**src/rtl/pmsg_frame_gatherer_if.sv**
```systemverilog
// Beat-in / frame-out handshake bundle for pmsg_frame_gatherer.
interface pmsg_frame_gatherer_if #(
  parameter int UNIT_NUM   = 6,
  parameter int UNIT_WIDTH = 4,
  parameter int IN_UNITS   = 2,
  parameter int CNT_W      = 2
);
  logic [IN_UNITS*UNIT_WIDTH-1:0] in_data_i;
  logic [IN_UNITS-1:0]            in_mask_i;
  logic                           in_valid_i;
  logic                           in_last_i;
  logic                           in_ready_o;
  logic [UNIT_NUM*UNIT_WIDTH-1:0] out_data_o;
  logic                           out_valid_o;
  logic                           out_ready_i;
  logic [CNT_W-1:0]               out_beats_o;

  modport master (
    output in_data_i, in_mask_i, in_valid_i, in_last_i, out_ready_i,
    input  in_ready_o, out_data_o, out_valid_o, out_beats_o
  );

  modport slave (
    input  in_data_i, in_mask_i, in_valid_i, in_last_i, out_ready_i,
    output in_ready_o, out_data_o, out_valid_o, out_beats_o
  );
endinterface

```
**src/rtl/pmsg_frame_gatherer.sv**
```systemverilog
// Ping-pong frame gatherer: packs IN_UNITS-wide beats into UNIT_NUM-unit frames.
// Optional synchronous flush port enabled by PMSG_GATHER_FLUSH_EN.

// One unit slot, held in both banks; a bank reads as zero unless selected for output.
module pmsg_gather_unit #(
  parameter int W = 4
) (
  input  logic         sys_clk,
  input  logic         rstn,
  input  logic         i_flush,
  input  logic [1:0]   i_we,
  input  logic [1:0]   i_clr,
  input  logic [W-1:0] i_wdata,
  input  logic         i_rd_sel,
  input  logic         i_rd_en,
  output logic [W-1:0] o_rdata
);
  logic [1:0][W-1:0] r_bank;

  always_ff @(posedge sys_clk or negedge rstn) begin
    if (!rstn) begin
      r_bank <= '0;
    end else if (i_flush) begin
      r_bank <= '0;
    end else begin
      for (int b = 0; b < 2; b++) begin
        if (i_clr[b])     r_bank[b] <= '0;
        else if (i_we[b]) r_bank[b] <= i_wdata;
      end
    end
  end

  assign o_rdata = i_rd_en ? r_bank[i_rd_sel] : '0;
endmodule

module pmsg_frame_gatherer #(
  parameter int UNIT_NUM   = 6,
  parameter int UNIT_WIDTH = 4,
  parameter int IN_UNITS   = 2,
  parameter int CNT_W      = 2
) (
  input  logic sys_clk,
  input  logic rstn,
`ifdef PMSG_GATHER_FLUSH_EN
  input  logic flush_i,
`endif
  pmsg_frame_gatherer_if.slave bus
);
  localparam int BEAT_NUM = UNIT_NUM / IN_UNITS;
  localparam logic [CNT_W-1:0] LAST_BEAT = CNT_W'(BEAT_NUM - 1);

  logic [1:0]            r_full;
  logic                  r_wr_sel;
  logic                  r_rd_sel;
  logic [CNT_W-1:0]      r_beat_cnt;
  logic [1:0][CNT_W-1:0] r_beats;

  logic [1:0]            w_full_nxt;
  logic                  w_wr_sel_nxt;
  logic                  w_rd_sel_nxt;
  logic [CNT_W-1:0]      w_beat_cnt_nxt;
  logic [1:0][CNT_W-1:0] w_beats_nxt;

  logic w_flush;
  logic w_in_ready;
  logic w_acc;
  logic w_done;
  logic w_out_valid;
  logic w_drain;
  logic [1:0] w_bank_clr;
  logic [UNIT_NUM-1:0][UNIT_WIDTH-1:0] w_frame;

`ifdef PMSG_GATHER_FLUSH_EN
  assign w_flush = flush_i;
`else
  assign w_flush = 1'b0;
`endif

  // Ready depends only on registered state, never on out_ready_i.
  assign w_in_ready  = ~r_full[r_wr_sel];
  assign w_acc       = bus.in_valid_i & w_in_ready;
  assign w_done      = w_acc & ((r_beat_cnt == LAST_BEAT) | bus.in_last_i);
  assign w_out_valid = r_full[r_rd_sel];
  assign w_drain     = w_out_valid & bus.out_ready_i;
  assign w_bank_clr  = {2{w_drain}} & {r_rd_sel, ~r_rd_sel};

  always_comb begin
    w_full_nxt     = r_full;
    w_wr_sel_nxt   = r_wr_sel;
    w_rd_sel_nxt   = r_rd_sel;
    w_beat_cnt_nxt = r_beat_cnt;
    w_beats_nxt    = r_beats;
    // A draining bank is always full, so it can never be the one being written.
    if (w_drain) begin
      w_full_nxt[r_rd_sel]  = 1'b0;
      w_beats_nxt[r_rd_sel] = '0;
      w_rd_sel_nxt          = ~r_rd_sel;
    end
    if (w_acc) begin
      if (w_done) begin
        w_full_nxt[r_wr_sel]  = 1'b1;
        w_beats_nxt[r_wr_sel] = r_beat_cnt + 1'b1;
        w_beat_cnt_nxt        = '0;
        w_wr_sel_nxt          = ~r_wr_sel;
      end else begin
        w_beat_cnt_nxt = r_beat_cnt + 1'b1;
      end
    end
    if (w_flush) begin
      w_full_nxt     = '0;
      w_wr_sel_nxt   = 1'b0;
      w_rd_sel_nxt   = 1'b0;
      w_beat_cnt_nxt = '0;
      w_beats_nxt    = '0;
    end
  end

  always_ff @(posedge sys_clk or negedge rstn) begin
    if (!rstn) begin
      r_full     <= '0;
      r_wr_sel   <= 1'b0;
      r_rd_sel   <= 1'b0;
      r_beat_cnt <= '0;
      r_beats    <= '0;
    end else begin
      r_full     <= w_full_nxt;
      r_wr_sel   <= w_wr_sel_nxt;
      r_rd_sel   <= w_rd_sel_nxt;
      r_beat_cnt <= w_beat_cnt_nxt;
      r_beats    <= w_beats_nxt;
    end
  end

  for (genvar i = 0; i < UNIT_NUM; i++) begin : g_unit
    localparam int K = i / IN_UNITS;
    localparam int J = i % IN_UNITS;
    logic [1:0]            w_we;
    logic [UNIT_WIDTH-1:0] w_lane;

    assign w_we   = {2{w_acc && (r_beat_cnt == CNT_W'(K))}} & {r_wr_sel, ~r_wr_sel};
    assign w_lane = bus.in_mask_i[J] ? bus.in_data_i[J*UNIT_WIDTH +: UNIT_WIDTH] : '0;

    pmsg_gather_unit #(.W(UNIT_WIDTH)) u_unit (
      .sys_clk  (sys_clk),
      .rstn     (rstn),
      .i_flush  (w_flush),
      .i_we     (w_we),
      .i_clr    (w_bank_clr),
      .i_wdata  (w_lane),
      .i_rd_sel (r_rd_sel),
      .i_rd_en  (w_out_valid),
      .o_rdata  (w_frame[i])
    );
  end

  assign bus.in_ready_o  = w_in_ready;
  assign bus.out_valid_o = w_out_valid;
  assign bus.out_data_o  = w_frame;
  assign bus.out_beats_o = w_out_valid ? r_beats[r_rd_sel] : '0;
endmodule

```
**src/flat_wrapper.sv**
```systemverilog
// flat-port wrapper written by rule: the top's interface ports become plain ports
module pmsg_frame_gatherer_flat 
#(
  parameter int UNIT_NUM   = 6,
  parameter int UNIT_WIDTH = 4,
  parameter int IN_UNITS   = 2,
  parameter int CNT_W      = 2
)
  (sys_clk, rstn, bus_in_data_i, bus_in_mask_i, bus_in_valid_i, bus_in_last_i, bus_out_ready_i, bus_in_ready_o, bus_out_data_o, bus_out_valid_o, bus_out_beats_o);
  pmsg_frame_gatherer_if #(.UNIT_NUM(UNIT_NUM), .UNIT_WIDTH(UNIT_WIDTH), .IN_UNITS(IN_UNITS), .CNT_W(CNT_W)) bus_i ();
  input  logic sys_clk;
  input  logic rstn;
  input wire logic [$bits(bus_i.in_data_i)-1:0] bus_in_data_i;
  input wire logic [$bits(bus_i.in_mask_i)-1:0] bus_in_mask_i;
  input wire logic [$bits(bus_i.in_valid_i)-1:0] bus_in_valid_i;
  input wire logic [$bits(bus_i.in_last_i)-1:0] bus_in_last_i;
  input wire logic [$bits(bus_i.out_ready_i)-1:0] bus_out_ready_i;
  output wire logic [$bits(bus_i.in_ready_o)-1:0] bus_in_ready_o;
  output wire logic [$bits(bus_i.out_data_o)-1:0] bus_out_data_o;
  output wire logic [$bits(bus_i.out_valid_o)-1:0] bus_out_valid_o;
  output wire logic [$bits(bus_i.out_beats_o)-1:0] bus_out_beats_o;
  assign bus_i.in_data_i = bus_in_data_i;
  assign bus_i.in_mask_i = bus_in_mask_i;
  assign bus_i.in_valid_i = bus_in_valid_i;
  assign bus_i.in_last_i = bus_in_last_i;
  assign bus_i.out_ready_i = bus_out_ready_i;
  assign bus_in_ready_o = bus_i.in_ready_o;
  assign bus_out_data_o = bus_i.out_data_o;
  assign bus_out_valid_o = bus_i.out_valid_o;
  assign bus_out_beats_o = bus_i.out_beats_o;
  pmsg_frame_gatherer #(.UNIT_NUM(UNIT_NUM), .UNIT_WIDTH(UNIT_WIDTH), .IN_UNITS(IN_UNITS), .CNT_W(CNT_W)) u_core (.sys_clk(sys_clk), .rstn(rstn), .bus(bus_i));
endmodule
```
**config.mk**
```make
export PLATFORM = sky130hd
export DESIGN_NAME = pmsg_frame_gatherer_flat
export DESIGN_NICKNAME = d
export VERILOG_FILES = /design/src/rtl/pmsg_frame_gatherer_if.sv /design/src/rtl/pmsg_frame_gatherer.sv /design/src/flat_wrapper.sv
export SDC_FILE = /design/constraint.sdc
export NUM_CORES = 1
export LEC_CHECK = 0
export CAP_MARGIN = 20
export CELL_PAD_IN_SITES_DETAIL_PLACEMENT = 0
export CELL_PAD_IN_SITES_GLOBAL_PLACEMENT = 1
export CORE_ASPECT_RATIO = 0.7
export CORE_UTILIZATION = 45
export DETAILED_ROUTE_END_ITERATION = 7
export GPL_TIMING_DRIVEN = 0
export PLACE_DENSITY = 0.85
export SKIP_LAST_GASP = 1
export SLEW_MARGIN = 40
export SYNTH_ARGS = -nofsm -noshare
export SYNTH_HDL_FRONTEND = slang
export SYNTH_SLANG_ARGS = --single-unit
```
**constraint.sdc**
```tcl
create_clock -name sys_clk -period 3.9 [get_ports sys_clk]
set_input_delay 0.78 -clock sys_clk [delete_from_list [all_inputs] [get_ports sys_clk]]
set_output_delay 0.78 -clock sys_clk [all_outputs]
set_load 0.02 [all_outputs]
```
==> Implementation_results.wiki, run 1 <==
{| class="wikitable"
! Metric !! Value
|-
| Clock buffer depth || 2
|-
| Antenna Diode Count || 0
|-
| Antenna violations before repair || 0
|-
| Cells on worst reg2reg path || 5
|-
| Max Fclk || 0.343 GHz
|-
| Most congested layer reported by global routing || met1
|-
| Wire length of the first global-routing pass || 11600 um
|-
| Initial DRC Count || 198
|-
| Clock sinks || 58
|-
| Total setup violations reported at the end of the flow || 0
|-
| Post-route worst hold slack || 0.321 ns
|-
| Global routing usage on met1 || 33.1%
|-
| Layout overhead on the synthesized area || 24.0%
|-
| Nets || 383
|-
| Standard cell with the maximum stage delay on the critical path || sky130_fd_sc_hd__clkdlybuf4s50_1
|-
| Number of clock buffers inserted by TritonCTS || 9
|-
| Distinct cells, synth || 31
|-
| Final weighted congestion of routability-driven global placement || 0.767
|-
| Clock tree from TritonCTS || yes
|-
| Total number of H-tree levels || 3
|-
| Number of port buffers || 42
|-
| Met2 global-route usage || 32.3%
|-
| Number of hold violations in the final report || 0
|-
| Number of DRC violations after detailed routing || 0
|-
| Area taken by multi-input logic gates || 1370 um^2
|-
| Max Slew Vio Count || 0
|-
| Most numerous cell on the critical path || sky130_fd_sc_hd__buf_4
|-
| Core Footprint || 6340 um^2
|-
| Seq/Total Area, Yosys || 48.3%
|-
| Worst slew slack as a fraction of its limit || 59.6%
|-
| Most used cells in the layout excluding fill and tap cells || 58 x sky130_fd_sc_hd__dfrtp_1, 54 x sky130_fd_sc_hd__mux2i_1, 51 x sky130_fd_sc_hd__nor2_1, 51 x sky130_fd_sc_hd__nand2_1, 41 x sky130_fd_sc_hd__clkdlybuf4s50_1
|-
| Min cycle time layout || 2.92 ns
|-
| FP Rows || 24
|-
| Post-detailed-route wirelength per cell || 15.7 um
|-
| Number of flip-flops and latches in the synthesized netlist || 58
|-
| Synthesized netlist net count || 329
|-
| Number of stages on the worst setup path || 5
|-
| First-pass iteration count of the detailed router || 4
|-
| Leak || 1.73 nW
|-
| HPWL Detailed || 4990 um
|-
| Total power draw || 2.53 mW
|-
| Most common library cell in the layout ignoring fill and taps || sky130_fd_sc_hd__dfrtp_1
|-
| Maximum fanout count along the critical path || 10
|-
| Post-Syn Area || 3000 um^2
|-
| Total number of yosys warnings || 0
|-
| Cells after synthesis || 311
|-
| Data arrival time of the critical path || 2.14 ns
|-
| Type of the tightest min-delay check || in -> async
|-
| Fill count || 559
|-
| Grt met3 use || 5.91%
|-
| Gr ovfl total || 0
|-
| Gate family responsible for the most delay along the worst path || buffers and inverters
|-
| Full die area || 7010 um^2
|-
| Delay of the slowest cell on the worst path || 0.54 ns
|-
| Total wirelength of the detailed-routed design || 7220 um
|-
| PD cells || 679 nW/um^2
|-
| Largest net degree at the start of global routing || 39
|-
| Clock root buffer master || sky130_fd_sc_hd__clkbuf_8
|-
| Setup Buffers After CTS || 0
|-
| Cells along the critical path || buf_4 -> buf_4 -> mux2i_1 -> nor2_1 -> clkdlybuf4s50_1
|-
| Setup clock skew after layout || 0.00780 ns
|-
| Insertion delay of the later-clocked pin in the worst-skew pair || 0.34 ns
|-
| CTS Hold Bufs || 0
|-
| Critical path data required time || 3.12 ns
|-
| Vias per inst || 5.04
|-
| VDD IR max || 0.326 mV
|-
| Mean cell area of the mapped netlist || 9.66 um^2
|-
| RSZ-0062 raised after global routing || no
|-
| Width of the die || 99.7 um
|-
| Setup_tns || 0 ns
|-
| Clk pin slew, worst setup/hold paths || 0.06 ns
|-
| Die height || 70.4 um
|-
| Via count || 2320
|-
| Number of max-cap violations || 0
|-
| Gates resized, CTS repair || 0
|-
| Worst slew pin tran || 0.605 ns
|-
| Number of global-route vias before repair || 2190
|-
| Result of the run || finished, final reports clean
|-
| Area taken by flip-flops and latches || 1450 um^2
|-
| Critical setup path kind || reg -> out
|-
| Endpoint type of the worst setup path || primary output
|-
| GRT Util Overall || 22.4%
|-
| Num ports || 43
|-
| Startpoint Class || register
|-
| Sum of buffers and inverters on the critical path || 3
|-
| Share of the clock period used by the worst path after layout || 74.7%
|-
| Fraction of layout cells with a size suffix above 1 || 10.3%
|-
| Post-detailed-route count of antenna-violating nets || 0
|-
| Starting density of the core || 47.4%
|}
==> final cells by class <==
| cell class | instances | share of cell area [%] |
|---|---|---|
| clock inverters | 3 | 0.403 |
| inverters | 5 | 0.504 |
| well taps | 91 | 3.06 |
| clock buffers | 12 | 4.16 |
| multi-input cells | 219 | 36.8 |
| flip-flops and latches | 58 | 39.0 |
| plain buffers | 29 | 4.37 |
| repair buffers | 43 | 11.8 |
==> power by group <==
| group | switching (mW) | leakage (nW) | internal, mW |
|---|---|---|---|
| registers | 0.132 | 0.786 | 0.802 |
| clock network | 0.226 | 0.0920 | 0.258 |
| logic | 0.617 | 0.857 | 0.495 |
| total | 0.975 | 1.73 | 1.55 |
==> cells by family after synthesis <==
logic type | share of synthesized area, %
and+or+nand+nor | 19.2
DFF | 48.3
muxes | 19.2
AOI/OAI and AO/OA | 5.96
buffers and inverters | 6.04
adders and majority gates | 1.25
==> cells in the mapped netlist <==
cell	count	area (um^2)
sky130_fd_sc_hd__mux2i_2	1	13.8
sky130_fd_sc_hd__inv_2	1	3.75
sky130_fd_sc_hd__and3_1	1	6.26
sky130_fd_sc_hd__and3b_1	1	8.76
sky130_fd_sc_hd__o21ai_1	1	5.00
sky130_fd_sc_hd__nand2b_1	2	12.5
sky130_fd_sc_hd__nor3b_1	1	7.51
sky130_fd_sc_hd__and4b_1	3	30.0
sky130_fd_sc_hd__nand2_1	51	191
sky130_fd_sc_hd__a31o_2	1	8.76
sky130_fd_sc_hd__buf_1	1	3.75
sky130_fd_sc_hd__and2_1	8	50.1
sky130_fd_sc_hd__buf_6	3	33.8
sky130_fd_sc_hd__clkbuf_1	10	37.5
sky130_fd_sc_hd__nand4b_1	3	26.3
sky130_fd_sc_hd__mux2i_4	1	22.5
sky130_fd_sc_hd__ha_1	3	37.5
sky130_fd_sc_hd__buf_4	5	37.5
sky130_fd_sc_hd__nand3_1	1	5.00
sky130_fd_sc_hd__nor3_1	1	5.00
sky130_fd_sc_hd__dfrtp_1	58	1450
sky130_fd_sc_hd__o21ai_0	2	10.0
sky130_fd_sc_hd__mux2i_1	54	541
sky130_fd_sc_hd__a21o_1	2	15.0
sky130_fd_sc_hd__a41o_1	1	10.0
sky130_fd_sc_hd__and4bb_1	3	37.5
sky130_fd_sc_hd__inv_1	4	15.0
sky130_fd_sc_hd__a21oi_1	26	130
sky130_fd_sc_hd__or3_1	1	6.26
sky130_fd_sc_hd__buf_2	10	50.1
sky130_fd_sc_hd__nor2_1	51	191
==> registers in the layout, indices dropped and copies added, names as in the netlist <==
signal                       count
u_core.r_wr_sel                  1
u_core.g_unit.u_unit.r_bank     48
u_core.r_beats                   4
u_core.r_beat_cnt                2
u_core.r_full                    2
u_core.r_rd_sel                  1
==> metrics by stage <==
stage	std cells	cell area [um^2]	util (%)	setup WS [ns]
after floorplan	311	3000	-	1.92
after global placement	444	3540	55.8	0.172
after detailed placement	445	3560	56.1	1.33
after CTS	460	3730	58.8	0.957
after global routing	460	3730	58.8	0.845
final	460	3730	58.8	0.985
==> routing by layer <==
layer | vias up | part of all wire [%]
met4 | 0 | 1.1
met1 | 1115 | 49
li1 | 1139 | -
met5 | - | 0
met2 | 56 | 44
met3 | 10 | 5.5
==> worst paths after layout <==
check	startpoint	slack [ns]	end
min reg2reg	u_core.g_unit[2].u_unit.r_bank[1]	0.52	u_core.g_unit[2].u_unit.r_bank[1]
min in group sys_clk	u_core.g_unit[2].u_unit.r_bank[1]	0.52	u_core.g_unit[2].u_unit.r_bank[1]
max in group asynchronous	rstn	3.09	u_core.g_unit[4].u_unit.r_bank[4]
max	u_core.r_rd_sel	0.98	bus_out_data_o[4]
max reg2reg	u_core.r_beat_cnt[0]	2.04	u_core.r_beats[3]
min	rstn	0.32	u_core.g_unit[3].u_unit.r_bank[3]
(Power assumes the default switching activity.)
==> run 2, diff against run 1 <==
CORE_UTILIZATION = 42   (was 45)
PLACE_DENSITY = 0.8   (was 0.85)
clock period = 2.8 ns   (was 3.9 ns; I/O delays follow)
==> Implementation_results.wiki, run 2 (synthesized netlist as in run 1, its figures left out) <==
{| class="wikitable"
! Metric !! Value
|-
| Clk pin slew, worst setup/hold paths || 0.07 ns
|-
| Post-detailed-route wirelength per cell || 15.8 um
|-
| Largest net degree at the start of global routing || 38
|-
| Clock root buffer master || sky130_fd_sc_hd__clkbuf_8
|-
| Total wirelength of the detailed-routed design || 7350 um
|-
| Final cell area excluding filler cells || 3760 um^2
|-
| Pre-CTS setup slack || 0.435 ns
|-
| HPWL Detailed || 5170 um
|-
| Critical setup path kind || reg -> out
|-
| Nets || 383
|-
| Insertion delay of the later-clocked pin in the worst-skew pair || 0.34 ns
|-
| Antenna Diode Count || 0
|-
| Clock sinks || 58
|-
| Endpoint type of the worst setup path || primary output
|-
| Min cycle time layout || 2.74 ns
|-
| RSZ-0062 raised after global routing || no
|-
| Most numerous cell on the critical path || sky130_fd_sc_hd__buf_4
|-
| PD cells || 969 nW/um^2
|-
| Num ports || 43
|-
| Maximum fanout count along the critical path || 10
|-
| Most common library cell in the layout ignoring fill and taps || sky130_fd_sc_hd__dfrtp_1
|-
| Register containing the most flip-flops in the final layout || u_core.g_unit.u_unit.r_bank
|-
| Total setup violations reported at the end of the flow || 0
|-
| Max Fclk || 0.366 GHz
|-
| Number of port buffers || 42
|-
| FP Rows || 25
|-
| Total number of H-tree levels || 3
|-
| Data arrival time of the critical path || 2.18 ns
|-
| Max Slew Vio Count || 0
|-
| Most used cells in the layout excluding fill and tap cells || 58 x sky130_fd_sc_hd__dfrtp_1, 54 x sky130_fd_sc_hd__mux2i_1, 51 x sky130_fd_sc_hd__nor2_1, 51 x sky130_fd_sc_hd__nand2_1, 41 x sky130_fd_sc_hd__clkdlybuf4s50_1
|-
| Startpoint Class || register
|-
| End of the worst register-to-register path || u_core.r_beats[3]
|-
| Cells on worst reg2reg path || 5
|-
| Worst slew pin tran || 0.595 ns
|-
| Number of global-route vias before repair || 2233
|-
| Setup Buffers After CTS || 0
|-
| CTS Hold Bufs || 0
|-
| Setup clock skew after layout || 0.00610 ns
|-
| Number of clock buffers inserted by TritonCTS || 9
|-
| GRT Util Overall || 22.3%
|-
| Gates resized, CTS repair || 0
|-
| VDD IR max || 0.465 mV
|-
| Launch instance of the worst register-to-register path || u_core.r_beat_cnt[0]
|-
| Fraction of layout cells with a size suffix above 1 || 10.0%
|-
| Number of max-cap violations || 0
|-
| Share of the clock period used by the worst path after layout || 97.7%
|-
| Fill count || 633
|-
| Critical path data required time || 2.24 ns
|-
| Cells along the critical path || buf_4 -> buf_4 -> mux2i_1 -> nor2_1 -> clkdlybuf4s50_1
|-
| Vias per inst || 4.98
|-
| Antenna violations before repair || 0
|-
| Layout overhead on the synthesized area || 25.2%
|-
| Via count || 2312
|-
| Starting density of the core || 44.1%
|-
| Area taken by multi-input logic gates || 1370 um^2
|-
| Gr ovfl total || 0
|-
| Post-detailed-placement cell area || 3560 um^2
|-
| Type of the tightest min-delay check || in -> async
|-
| Worst slew slack as a fraction of its limit || 60.2%
|-
| End-of-flow core utilization || 55.2%
|-
| Clock buffer depth || 2
|-
| Core Footprint || 6820 um^2
|-
| Leak || 1.74 nW
|-
| Flip-flop count of the largest register after layout || 48
|-
| Initial DRC Count || 113
|-
| Setup_tns || 0 ns
|-
| Clock tree from TritonCTS || yes
|-
| Total power draw || 3.65 mW
|-
| Least setup slack across all paths after layout || 0.0645 ns
|-
| Width of the die || 103 um
|-
| Standard cell with the maximum stage delay on the critical path || sky130_fd_sc_hd__clkdlybuf4s50_1
|-
| Wire length of the first global-routing pass || 12000 um
|-
| Largest registers in the final layout || u_core.g_unit.u_unit.r_bank (48), u_core.r_beats (4)
|-
| First-pass iteration count of the detailed router || 4
|-
| Result of the run || finished, final reports clean
|-
| Full die area || 7500 um^2
|-
| Final weighted congestion of routability-driven global placement || 0.745
|-
| Die height || 72.8 um
|-
| Delay of the slowest cell on the worst path || 0.53 ns
|-
| Number of DRC violations after detailed routing || 0
|-
| Area taken by flip-flops and latches || 1450 um^2
|-
| Reg-to-reg slack, setup || 0.91 ns
|-
| Number of hold violations in the final report || 0
|-
| Post-detailed-route count of antenna-violating nets || 0
|}
run 2: cell count changes in the layout (fill, tap and decap cells not counted):
cell	delta
sky130_fd_sc_hd__buf_2	-2
sky130_fd_sc_hd__bufinv_16	+1
sky130_fd_sc_hd__clkbuf_1	+2
sky130_fd_sc_hd__clkbuf_4	+2
sky130_fd_sc_hd__clkinv_2	-2
run 2: worst max-delay path by stage:
stage / start / end / slack [ns] / depth (start not counted)
after floorplan: u_core.r_rd_sel / bus_out_beats_o[1] / 1.04 / 4
after global placement: rstn / u_core.g_unit[3].u_unit.r_bank[1] / -0.72 / 1
after detailed placement: u_core.r_full[1] / bus_out_data_o[14] / 0.44 / 5
after CTS: u_core.r_full[1] / bus_out_data_o[14] / 0.06 / 5
after global routing: u_core.r_rd_sel / bus_out_data_o[12] / 0.005 / 5
final: u_core.r_rd_sel / bus_out_data_o[12] / 0.06 / 5
run 2: through the flow:
step | cells | hold slack (ns)
after floorplan | 311 | 0.264
after global placement | 447 | 0.501
after detailed placement | 448 | 0.478
after CTS | 464 | 0.114
after global routing | 464 | 0.116
final | 464 | 0.112
run 2: critical path, delay by kind of cell, from the launching register on:
family,cells,cell delay [ns]
DFF,1,0.44
buffers and inverters,3,1.05
and+or+nand+nor,1,0.06
muxes,1,0.29
run 2: metal layers:
layer  GRT usage, %  vias to the layer above  part of all wire (%)
li1               -                     1138                     -
met3           5.46                        7                   4.4
met5              0                        -                     0
met4           6.57                        0                  0.60
met2           32.2                       50                    43
met1           33.0                     1117                    52
run 2: report_power, final:
part,switching (mW),internal [mW]
Combinational,0.872,0.699
Sequential,0.182,1.12
Clock,0.318,0.459
Total,1.37,2.27
run 2: cell type report:
cell class / instances / share of cell area [%]
clock buffer: 14 / 4.32
inverter: 5 / 0.499
clock inverter: 2 / 0.931
timing repair buffer: 43 / 11.6
tap: 94 / 3.13
multi-input combinational: 219 / 36.4
sequential: 58 / 38.6
buffer: 29 / 4.46
